`src/rtl/lsu_ctrl.sv`:
```
// Load/store unit: decodes memi, drives the data-memory handshake,
// aligns and extends load data, and stalls the core until completion.
module lsu_ctrl #(
  parameter int unsigned TIMEOUT = 255
) (
  input  logic        clk,
  input  logic        rst_n,
  input  logic [4:0]  memi,
  input  logic [31:0] addr_i,
  input  logic [31:0] wdata_i,
  output logic [31:0] rdata_o,
  output logic        stall_o,
  output logic        done_o,
  output logic        misalign_o,
  output logic        bus_err_o,
  output logic        mem_req_o,
  output logic        mem_we_o,
  output logic [3:0]  mem_be_o,
  output logic [31:0] mem_addr_o,
  output logic [31:0] mem_wdata_o,
  input  logic [31:0] mem_rdata_i,
  input  logic        mem_ready_i
);

  typedef enum logic [1:0] {
    IDLE,
    REQ,
    DONE,
    ERR
  } state_t;

  localparam logic [7:0] TMO = 8'(TIMEOUT);

  state_t      state;
  logic [7:0]  cnt;
  logic [31:0] addr_q;
  logic [2:0]  f3_q;
  logic        ld_q;

  logic        is_ld;
  logic        is_st;
  logic        valid;
  logic [2:0]  f3;
  logic        legal;
  logic        misal;
  logic        sz_b;
  logic        sz_h;
  logic        sz_w;
  logic [3:0]  be_n;
  logic [31:0] wd_n;
  logic [7:0]  lb;
  logic [15:0] lh;
  logic [31:0] ext;

  assign is_ld = memi[4] & ~memi[3];
  assign is_st = memi[3] & ~memi[4];
  assign valid = is_ld | is_st;
  assign f3    = memi[2:0];

  assign sz_b = (f3[1:0] == 2'b00);
  assign sz_h = (f3[1:0] == 2'b01);
  assign sz_w = (f3[1:0] == 2'b10);

  always_comb begin
    legal = 1'b0;
    if (is_ld)
      legal = (f3 == 3'b000) || (f3 == 3'b001) ||
              (f3 == 3'b010) || (f3 == 3'b100) ||
              (f3 == 3'b101);
    else if (is_st)
      legal = (f3 == 3'b000) || (f3 == 3'b001) ||
              (f3 == 3'b010);
  end

  assign misal = (sz_h & addr_i[0]) |
                 (sz_w & (addr_i[1:0] != 2'b00));

  always_comb begin
    be_n = 4'b0000;
    wd_n = 32'h0;
    unique case (1'b1)
      sz_b: begin
        be_n = 4'b0001 << addr_i[1:0];
        wd_n = {4{wdata_i[7:0]}};
      end
      sz_h: begin
        be_n = 4'b0011 << {addr_i[1], 1'b0};
        wd_n = {2{wdata_i[15:0]}};
      end
      sz_w: begin
        be_n = 4'b1111;
        wd_n = wdata_i;
      end
      default: ;
    endcase
  end

  // Lane select uses the address latched at issue, not the live one.
  assign lb = mem_rdata_i[{addr_q[1:0], 3'b000} +: 8];
  assign lh = mem_rdata_i[{addr_q[1], 4'b0000} +: 16];

  always_comb begin
    ext = mem_rdata_i;
    unique case (f3_q)
      3'b000:  ext = {{24{lb[7]}}, lb};
      3'b001:  ext = {{16{lh[15]}}, lh};
      3'b100:  ext = {24'h0, lb};
      3'b101:  ext = {16'h0, lh};
      default: ext = mem_rdata_i;
    endcase
  end

  assign stall_o    = ((state == IDLE) & valid) | (state == REQ);
  assign mem_addr_o = {addr_q[31:2], 2'b00};

  always_ff @(posedge clk or negedge rst_n) begin
    if (!rst_n) begin
      state       <= IDLE;
      cnt         <= 8'h0;
      addr_q      <= 32'h0;
      f3_q        <= 3'b000;
      ld_q        <= 1'b0;
      rdata_o     <= 32'h0;
      done_o      <= 1'b0;
      misalign_o  <= 1'b0;
      bus_err_o   <= 1'b0;
      mem_req_o   <= 1'b0;
      mem_we_o    <= 1'b0;
      mem_be_o    <= 4'b0000;
      mem_wdata_o <= 32'h0;
    end else begin
      done_o     <= 1'b0;
      misalign_o <= 1'b0;
      bus_err_o  <= 1'b0;
      unique case (state)
        IDLE: begin
          if (valid) begin
            addr_q      <= addr_i;
            f3_q        <= f3;
            ld_q        <= is_ld;
            mem_be_o    <= be_n;
            mem_wdata_o <= wd_n;
            cnt         <= 8'h0;
            if (legal && !misal) begin
              state     <= REQ;
              mem_req_o <= 1'b1;
              mem_we_o  <= is_st;
            end else begin
              state      <= ERR;
              misalign_o <= 1'b1;
            end
          end
        end
        REQ: begin
          if (mem_ready_i) begin
            state     <= DONE;
            mem_req_o <= 1'b0;
            mem_we_o  <= 1'b0;
            done_o    <= 1'b1;
            if (ld_q)
              rdata_o <= ext;
          end else if (cnt == TMO) begin
            state     <= ERR;
            mem_req_o <= 1'b0;
            mem_we_o  <= 1'b0;
            bus_err_o <= 1'b1;
          end else begin
            cnt <= cnt + 8'h1;
          end
        end
        DONE:    state <= IDLE;
        ERR:     state <= IDLE;
        default: state <= IDLE;
      endcase
    end
  end

endmodule
```
`config.mk`:
```
export PLATFORM = sky130hd
export DESIGN_NAME = lsu_ctrl
export DESIGN_NICKNAME = d
export VERILOG_FILES = /design/src/rtl/lsu_ctrl.sv
export SDC_FILE = /design/constraint.sdc
export NUM_CORES = 1
export LEC_CHECK = 0
export CAP_MARGIN = 40
export CORE_ASPECT_RATIO = 1.5
export CORE_UTILIZATION = 35
export DETAILED_ROUTE_END_ITERATION = 8
export GPL_ROUTABILITY_DRIVEN = 0
export PLACE_DENSITY_LB_ADDON = 0.25
export REMOVE_ABC_BUFFERS = 1
export SYNTH_ARGS = -nofsm -noshare
export SYNTH_HDL_FRONTEND = slang
export SYNTH_SLANG_ARGS = --single-unit
```
`constraint.sdc`:
```
create_clock -name clk -period 2.1 [get_ports clk]
set_input_delay 0.42 -clock clk [delete_from_list [all_inputs] [get_ports clk]]
set_output_delay 0.42 -clock clk [all_outputs]
set_load 0.01 [all_outputs]
```
==> results of run 1 <==
-- Yosys cell counts (9+ instances only) --
master | count | area, µm²
a21oi_1 | 68 | 340.3
a2bb2oi_1 | 17 | 148.9
buf_4 | 32 | 240.2
clkbuf_1 | 32 | 120.1
dfrtp_1 | 119 | 2978
inv_1 | 9 | 33.78
nand2_1 | 190 | 713.2
nand3_1 | 14 | 70.07
nor2_1 | 28 | 105.1
nor2b_1 | 15 | 93.84
o21ai_0 | 54 | 270.3
o31ai_1 | 10 | 75.07
or3_1 | 11 | 68.82
-- cell families after synthesis --
logic type	after synthesis	share of synthesized area, %
compound gates	161	16.34
simple gates	284	21.33
other cells	1	0.06523
mux	11	2.372
fa+ha+maj	3	0.6530
flops	119	51.80
buf+inv	79	7.443
-- through the flow --
step / cells / TNS (ps) / hold WS, ps / power, W
detailed placement: 1035 / -34140 / 459.1 / 0.009021
global route: 1068 / 0 / 144.2 / 0.01270
CTS: 1067 / 0 / 139.9 / 0.01201
finish: 1068 / 0 / 86.73 / 0.01187
global placement: 1035 / -30390 / 451.8 / 0.008858
floorplan: 589 / -104890 / 124.4 / 0.006088
-- what timing repair did --
item                       in CTS  in global routing
gates cloned                    1                  0
hold endpoints to repair        0                  0
hold buffers                    0                  0
gates resized for setup         6                  6
pin swaps                       2                  1
setup endpoints to repair      34                 70
setup buffers                   1                  0
-- layout make-up --
| type | count | share of cell area, % |
|---|---|---|
| Sequential cell | 119 | 34.54 |
| Tap cell | 206 | 2.989 |
| Timing Repair Buffer | 241 | 27.66 |
| Multi-Input combinational cell | 462 | 27.70 |
| Antenna cell | 1 | 0.02902 |
| Clock buffer | 20 | 5.181 |
| Clock inverter | 10 | 1.509 |
| Inverter | 9 | 0.3918 |
-- worst max path at each step --
stage                    startpoint                           to  slack, ps
2_1_floorplan               memi[3]      mem_be_o[3]$_DFFE_PN0P_      -1960
3_3_place_gp                memi[3]           cnt[6]$_DFFE_PN0P_       -520
3_5_place_dp                memi[3]           cnt[6]$_DFFE_PN0P_       -610
4_1_cts                     memi[3]  mem_wdata_o[27]$_DFFE_PN0P_         10
5_1_grt        state[0]$_DFFE_PN0P_                      stall_o        160
6_report       state[0]$_DFFE_PN0P_                      stall_o        240
-- state kept, by name, indices dropped and copies added, names as in the netlist, 2 cells and up --
register     flops
addr_q          32
mem_wdata_o     32
rdata_o         32
cnt              8
mem_be_o         4
f3_q             3
state            2
-- worst reg2reg max path: cells and delay by family (launching register included) --
kind,cells,cell delay (ps)
AND/OR/NAND/NOR,2,860
AO/OA/AOI/OAI,2,460
flip-flops,1,450
-- routing by layer --
metal / vias up / track usage (%)
met5: - / 0
met4: 0 / 10.65
met3: 29 / 4.789
met2: 202 / 35.25
met1: 2561 / 24.20
li1: 2581 / -
-- layout by cell type (no fill, tap or decap), drive strengths merged, types with 15 or more instances in the layout --
master,netlist,final
clkbuf,32,20
a2bb2oi,17,17
nand2,190,190
nor2b,15,15
a21oi,68,68
buf,38,35
o21ai,54,54
clkdlybuf4s50,0,203
nor2,28,28
dfrtp,119,119
-- power groups by stage --
stage	clock network [W]	logic, W	registers (W)
2_1_floorplan	0	0.00174	0.00435
3_3_place_gp	0	0.00495	0.00390
3_5_place_dp	0	0.00507	0.00395
4_1_cts	0.00296	0.00512	0.00393
5_1_grt	0.00306	0.00558	0.00406
6_report	0.00289	0.00506	0.00392
==> run_results.csv, run 1 <==
group,metric,value,unit
layout,multi_input_comb_area,2389,µm²
timing,worstMarginPinSlew,658.1,ps
power_and_ir_drop,share_seq_of_total_power,33.0,%
setup_path,timing.rr.end,"cnt[5]$_DFFE_PN0P_",
setup_path,critPathKind,"reg2out",
setup_path,crit_path_cell_trace,"inv_1 > a21o_1 > inv_1 > clkdlybuf4s15_2",
run,cap_violations,0,
global_route,pin_count_of_the_biggest_net_entering_global_routing,120,
setup_path,arrival,1440,ps
clock_tree,worstSkewPairLatency,400,ps
placed_design,detailed_place.area,7990,µm²
min_path,hp-class,"in2async",
setup_path,critical-path-slowest-cell,"dfrtp_1",
floorplanning,die_w,106.6,µm
power_and_ir_drop,int_power,0.007814,W
timing,hold_violations,0,
setup_path,worst_ep_required_time,1680,ps
layout,finish.utilization,53.49,%
global_route,vias_in_the_first_global_route,5605,
floorplanning,chipHeight,159.0,µm
detailed_routing,uppermost_layer_routed,"met4",
placed_design,dp_worst_setup_slack,-611.8,ps
power_and_ir_drop,total_power_density_per_cell_area,1377,nW/µm²
run_status,outcome,"finished clean",
timing,finClkSkew,12.72,ps
yosys,yosys.cell_types.count,41,
detailed_routing,drtAntennaViolNets,0,
yosys,synth.cell_area,5749,µm²
floorplanning,die_area,16950,µm²
placed_design,placement.io_buffers,207,
timing,grt_setup_unrepaired,"false",
detailed_routing,initialDrtViolationCount,226,
detailed_routing,routedLengthMet1,6.479,mm
timing,final_critical_path_setup_slack,238.0,ps
clock_tree,htree_num_levels,4,
detailed_routing,drt_first_pass_iters,4,
detailed_routing,drt-wirelength-per-cell,15.77,µm
clock_tree,tritoncts,"built",
power_and_ir_drop,clockPowerShare,24.3,%
layout,final_design_area_no_fill,8622,µm²
timing,slew-limit-headroom,56.13,%
setup_path,worst_path_top_cell_family_by_delay,"flip-flops",
timing,final_period_minus_worst_setup_slack,1862,ps
clock_tree,ctsLongestPathBuffers,2,
yosys,ys.warnings.count,0,
yosys,synth_cells,658,
global_route,grt_usage,20.76,%
timing,report.final.setup_viol,0,
yosys,synth_seq_area_share,51.80,%
global_route,global_route_wire_length_before_repair,27.77,mm
clock_tree,cts.sink_count,119,
clock_tree,root_buf_cell,"clkbuf_16",
power_and_ir_drop,irDropWorstVdd,0.0005431,V
setup_path,number_of_cells_on_the_worst_reg_to_reg_path,4,
yosys,asyncSetResetFlopFracSynth,100.0,%
timing,fmax,0.5371,GHz
power_and_ir_drop,cellLeakagePower,3.829,nW
clock_tree,cts_made_buffers,17,
setup_path,cpPeakStageDelay,460,ps
floorplanning,floorplan.initialDensity,35.67,%
floorplanning,ioPinCount,210,
setup_path,path_depth,4,
layout,drive_above_1_share,9.872,%
detailed_routing,detailroute.wirelength.met3,1.112,mm
power_and_ir_drop,p_sw_share,34.16,%
setup_path,setup.worst_path.start_class,"register",
setup_path,crit-reg2reg-launch,"state[0]$_DFFE_PN0P_",
yosys,post_synthesis_register_bit_count,119,
floorplanning,core_area,16120,µm²
detailed_routing,met2_length,8.782,mm
detailed_routing,drc,0,
timing,final_min_period_over_clock_period,88.67,%
detailed_routing,drt_wl_total,16.84,mm
placed_design,detailedPlacementHpwl,12.00,mm
detailed_routing,via_count,5373,
power_and_ir_drop,combPwrFrac,42.7,%
layout,area_growth_syn_to_layout,49.97,%
setup_path,max_fo_critical_path,7,
yosys,synth_edf_count,0,
yosys,syn_area_per_cell,8.737,µm²
power_and_ir_drop,net_sw_power,0.004055,W
detailed_routing,via_per_inst,5.031,
global_route,initial_antenna_violation_count,1,
setup_path,path_buf_inv,3,
yosys,yosys_most_used_dff,"dfrtp_1",
layout,seq_area,2978,µm²
layout,fillers,1543,
setup_path,critical_path.most_common_cell,"inv_1",
setup_path,r2r_setup_slack,250,ps
floorplanning,row_count,57,
setup_path,critical_path_endpoint_category,"primary output",
layout,final_nets,957,
timing,final_max_tran_viols,0,
global_route,overflow,0,
clock_tree,path_clk_slew,60,ps
Note: power is estimated with default switching activity, not from simulation.
==> run 2: changes to the inputs <==
- CTS_CLUSTER_SIZE: not set -> 14
- GPL_TIMING_DRIVEN: not set -> 0
==> run_results.csv, run 2 (same netlist as run 1, synthesis figures left out) <==
group,metric,value,unit
floorplanning,core_area,16120,µm²
setup_path,startpoint_of_the_worst_setup_timing_path,"memi[0]",
setup_path,cpPeakStageDelay,620,ps
timing,slew-limit-headroom,46.11,%
floorplanning,row_count,57,
global_route,overflow,0,
floorplanning,die_area,16950,µm²
clock_tree,tritoncts,"built",
min_path,hp-class,"reg2reg",
layout,area_growth_syn_to_layout,50.82,%
timing,timing.setup.tns,0,ps
timing,worstMarginPinSlew,808.4,ps
timing,fmax,0.5048,GHz
floorplanning,chipHeight,159.0,µm
setup_path,path_buf_inv,2,
clock_tree,htree_num_levels,4,
timing,final_critical_path_setup_slack,119.0,ps
setup_path,worst_ep_required_time,2440,ps
detailed_routing,initialDrtViolationCount,265,
timing,report.final.setup_viol,0,
power_and_ir_drop,total_power_density_per_cell_area,1423,nW/µm²
layout,final_cell_mix,"clkdlybuf4s50_1, nand2_1, dfrtp_1",
setup_path,critPathKind,"in2reg",
setup_path,crit_path_cell_trace,"clkdlybuf4s50_1 > buf_8 > nor3_1 > o22ai_1 > or4_1 > nand3_1",
setup_path,setup.worst_path.start_class,"input pin",
floorplanning,die_w,106.6,µm
setup_path,crit-reg2reg-launch,"state[0]$_DFFE_PN0P_",
setup_path,critical-path-slowest-cell,"clkdlybuf4s50_1",
clock_tree,worstSkewPairLatency,400,ps
power_and_ir_drop,irDropWorstVdd,0.0006230,V
detailed_routing,drt-wirelength-per-cell,17.05,µm
setup_path,max_fo_critical_path,17,
clock_tree,cts.sink_count,119,
placed_design,placement.io_buffers,207,
run_status,outcome,"finished clean",
placed_design,dp_worst_setup_slack,-1091,ps
layout,layout_commonest_cell,"clkdlybuf4s50_1",
min_path,min_from,"mem_wdata_o[6]$_DFFE_PN0P_",
global_route,grt_usage,22.08,%
layout,drive_above_1_share,9.155,%
global_route,initial_antenna_violation_count,0,
layout,final_design_area_no_fill,8671,µm²
detailed_routing,drt_first_pass_iters,5,
power_and_ir_drop,cellLeakagePower,3.823,nW
placed_design,detailedPlacementHpwl,12.16,mm
layout,regs_by_ff_count,"addr_q: 32 flops, mem_wdata_o: 32 flops, rdata_o: 32 flops",
global_route,pin_count_of_the_biggest_net_entering_global_routing,74,
layout,antenna_cells,0,
setup_path,worst_path_top_cell_family_by_delay,"buffers and inverters",
timing,finClkSkew,8.605,ps
clock_tree,root_buf_cell,"clkbuf_16",
layout,finish.utilization,53.80,%
layout,fillers,1542,
global_route,global_route_wire_length_before_repair,29.15,mm
setup_path,critical_path_endpoint_category,"register",
detailed_routing,drc,0,
setup_path,arrival,2320,ps
detailed_routing,drtAntennaViolNets,0,
timing,final_period_minus_worst_setup_slack,1981,ps
run,cap_violations,0,
timing,grt_setup_unrepaired,"false",
floorplanning,floorplan.initialDensity,35.67,%
clock_tree,ctsLongestPathBuffers,2,
clock_tree,path_clk_slew,60,ps
layout,final_nets,946,
detailed_routing,via_per_inst,5.115,
timing,hold_violations,0,
timing,final_min_period_over_clock_period,94.33,%
detailed_routing,via_count,5412,
timing,final_max_tran_viols,0,
clock_tree,cts_made_buffers,17,
global_route,vias_in_the_first_global_route,5704,
floorplanning,ioPinCount,210,
placed_design,detailed_place.area,7873,µm²
detailed_routing,drt_wl_total,18.04,mm
==> run 2: cell types whose count changed in the layout (fill, tap and decap cells not counted), sizes merged <==
cell           previous run  this run
buf                      35        19
bufbuf                    0         2
bufinv                    3         4
clkdlybuf4s15             1         0
clkdlybuf4s50           203       202
clkinv                    5         6
diode                     1         0
dlygate4sd2               0         4
dlygate4sd3               0         1
dlymetal6s2s              2         0
or3                      11        13
==> run 2: worst min-delay path, cell delays in order (launching register included) <==
cell	delay [ps]
dfrtp_1	330
nand2_1	50
nand2_1	50
==> run 2: final timing paths <==
check	end	slack, ps	depth (start not counted)
max reg2reg	mem_wdata_o[3]$_DFFE_PN0P_	140	6
min in group asynchronous	rdata_o[30]$_DFFE_PN0P_	530	2
min reg2reg	mem_wdata_o[6]$_DFFE_PN0P_	460	2
min	mem_wdata_o[6]$_DFFE_PN0P_	460	2
max	mem_we_o$_DFFE_PN0P_	120	6
max in group asynchronous	mem_wdata_o[3]$_DFFE_PN0P_	840	3
==> run 2: area by class of cell <==
class	count	area [µm²]	area share, %
clock buffer	20	446.7	5.152
clock inverter	12	176.4	2.035
inverter	9	33.78	0.3896
multi-input combinational	464	2415	27.85
sequential	119	2980	34.37
tap	206	257.7	2.973
timing repair buffer	228	2361	27.23
==> run 2: metrics by stage <==
step	std cells	power [W]	hold WS, ps
after floorplan	589	0.006088	124.4
after global placement	1002	0.008699	451.4
after detailed placement	1014	0.009006	385.0
after CTS	1058	0.01247	468.2
after global routing	1058	0.01313	487.6
final	1058	0.01234	461.2
==> run 2: metal layers <==
metal	routed length, µm	global-route usage, %	up-vias
met5	0	0	-
met4	555	8.904	0
met3	1151	5.239	36
met2	9610	40.62	222
met1	6725	23.83	2602
li1	-	-	2552
==> run 2: repair_timing <==
| item | 4_1_cts | 5_1_grt |
|---|---|---|
| hold buffers | 1 | 0 |
| gates resized for setup | 13 | 2 |
| setup endpoints to repair | 57 | 22 |
| gates cloned | 5 | 0 |
| buffers inserted | 6 | 0 |
| endpoints found under the hold margin | 46 | 0 |
| pin swaps | 5 | 0 |
==> run 2: power breakdown <==
group / switching, W / leakage [nW] / internal (W)
registers: 0.000713 / 1.49 / 0.00329
clock network: 0.00108 / 0.300 / 0.00202
logic: 0.00248 / 2.03 / 0.00276
total: 0.00427 / 3.82 / 0.00807
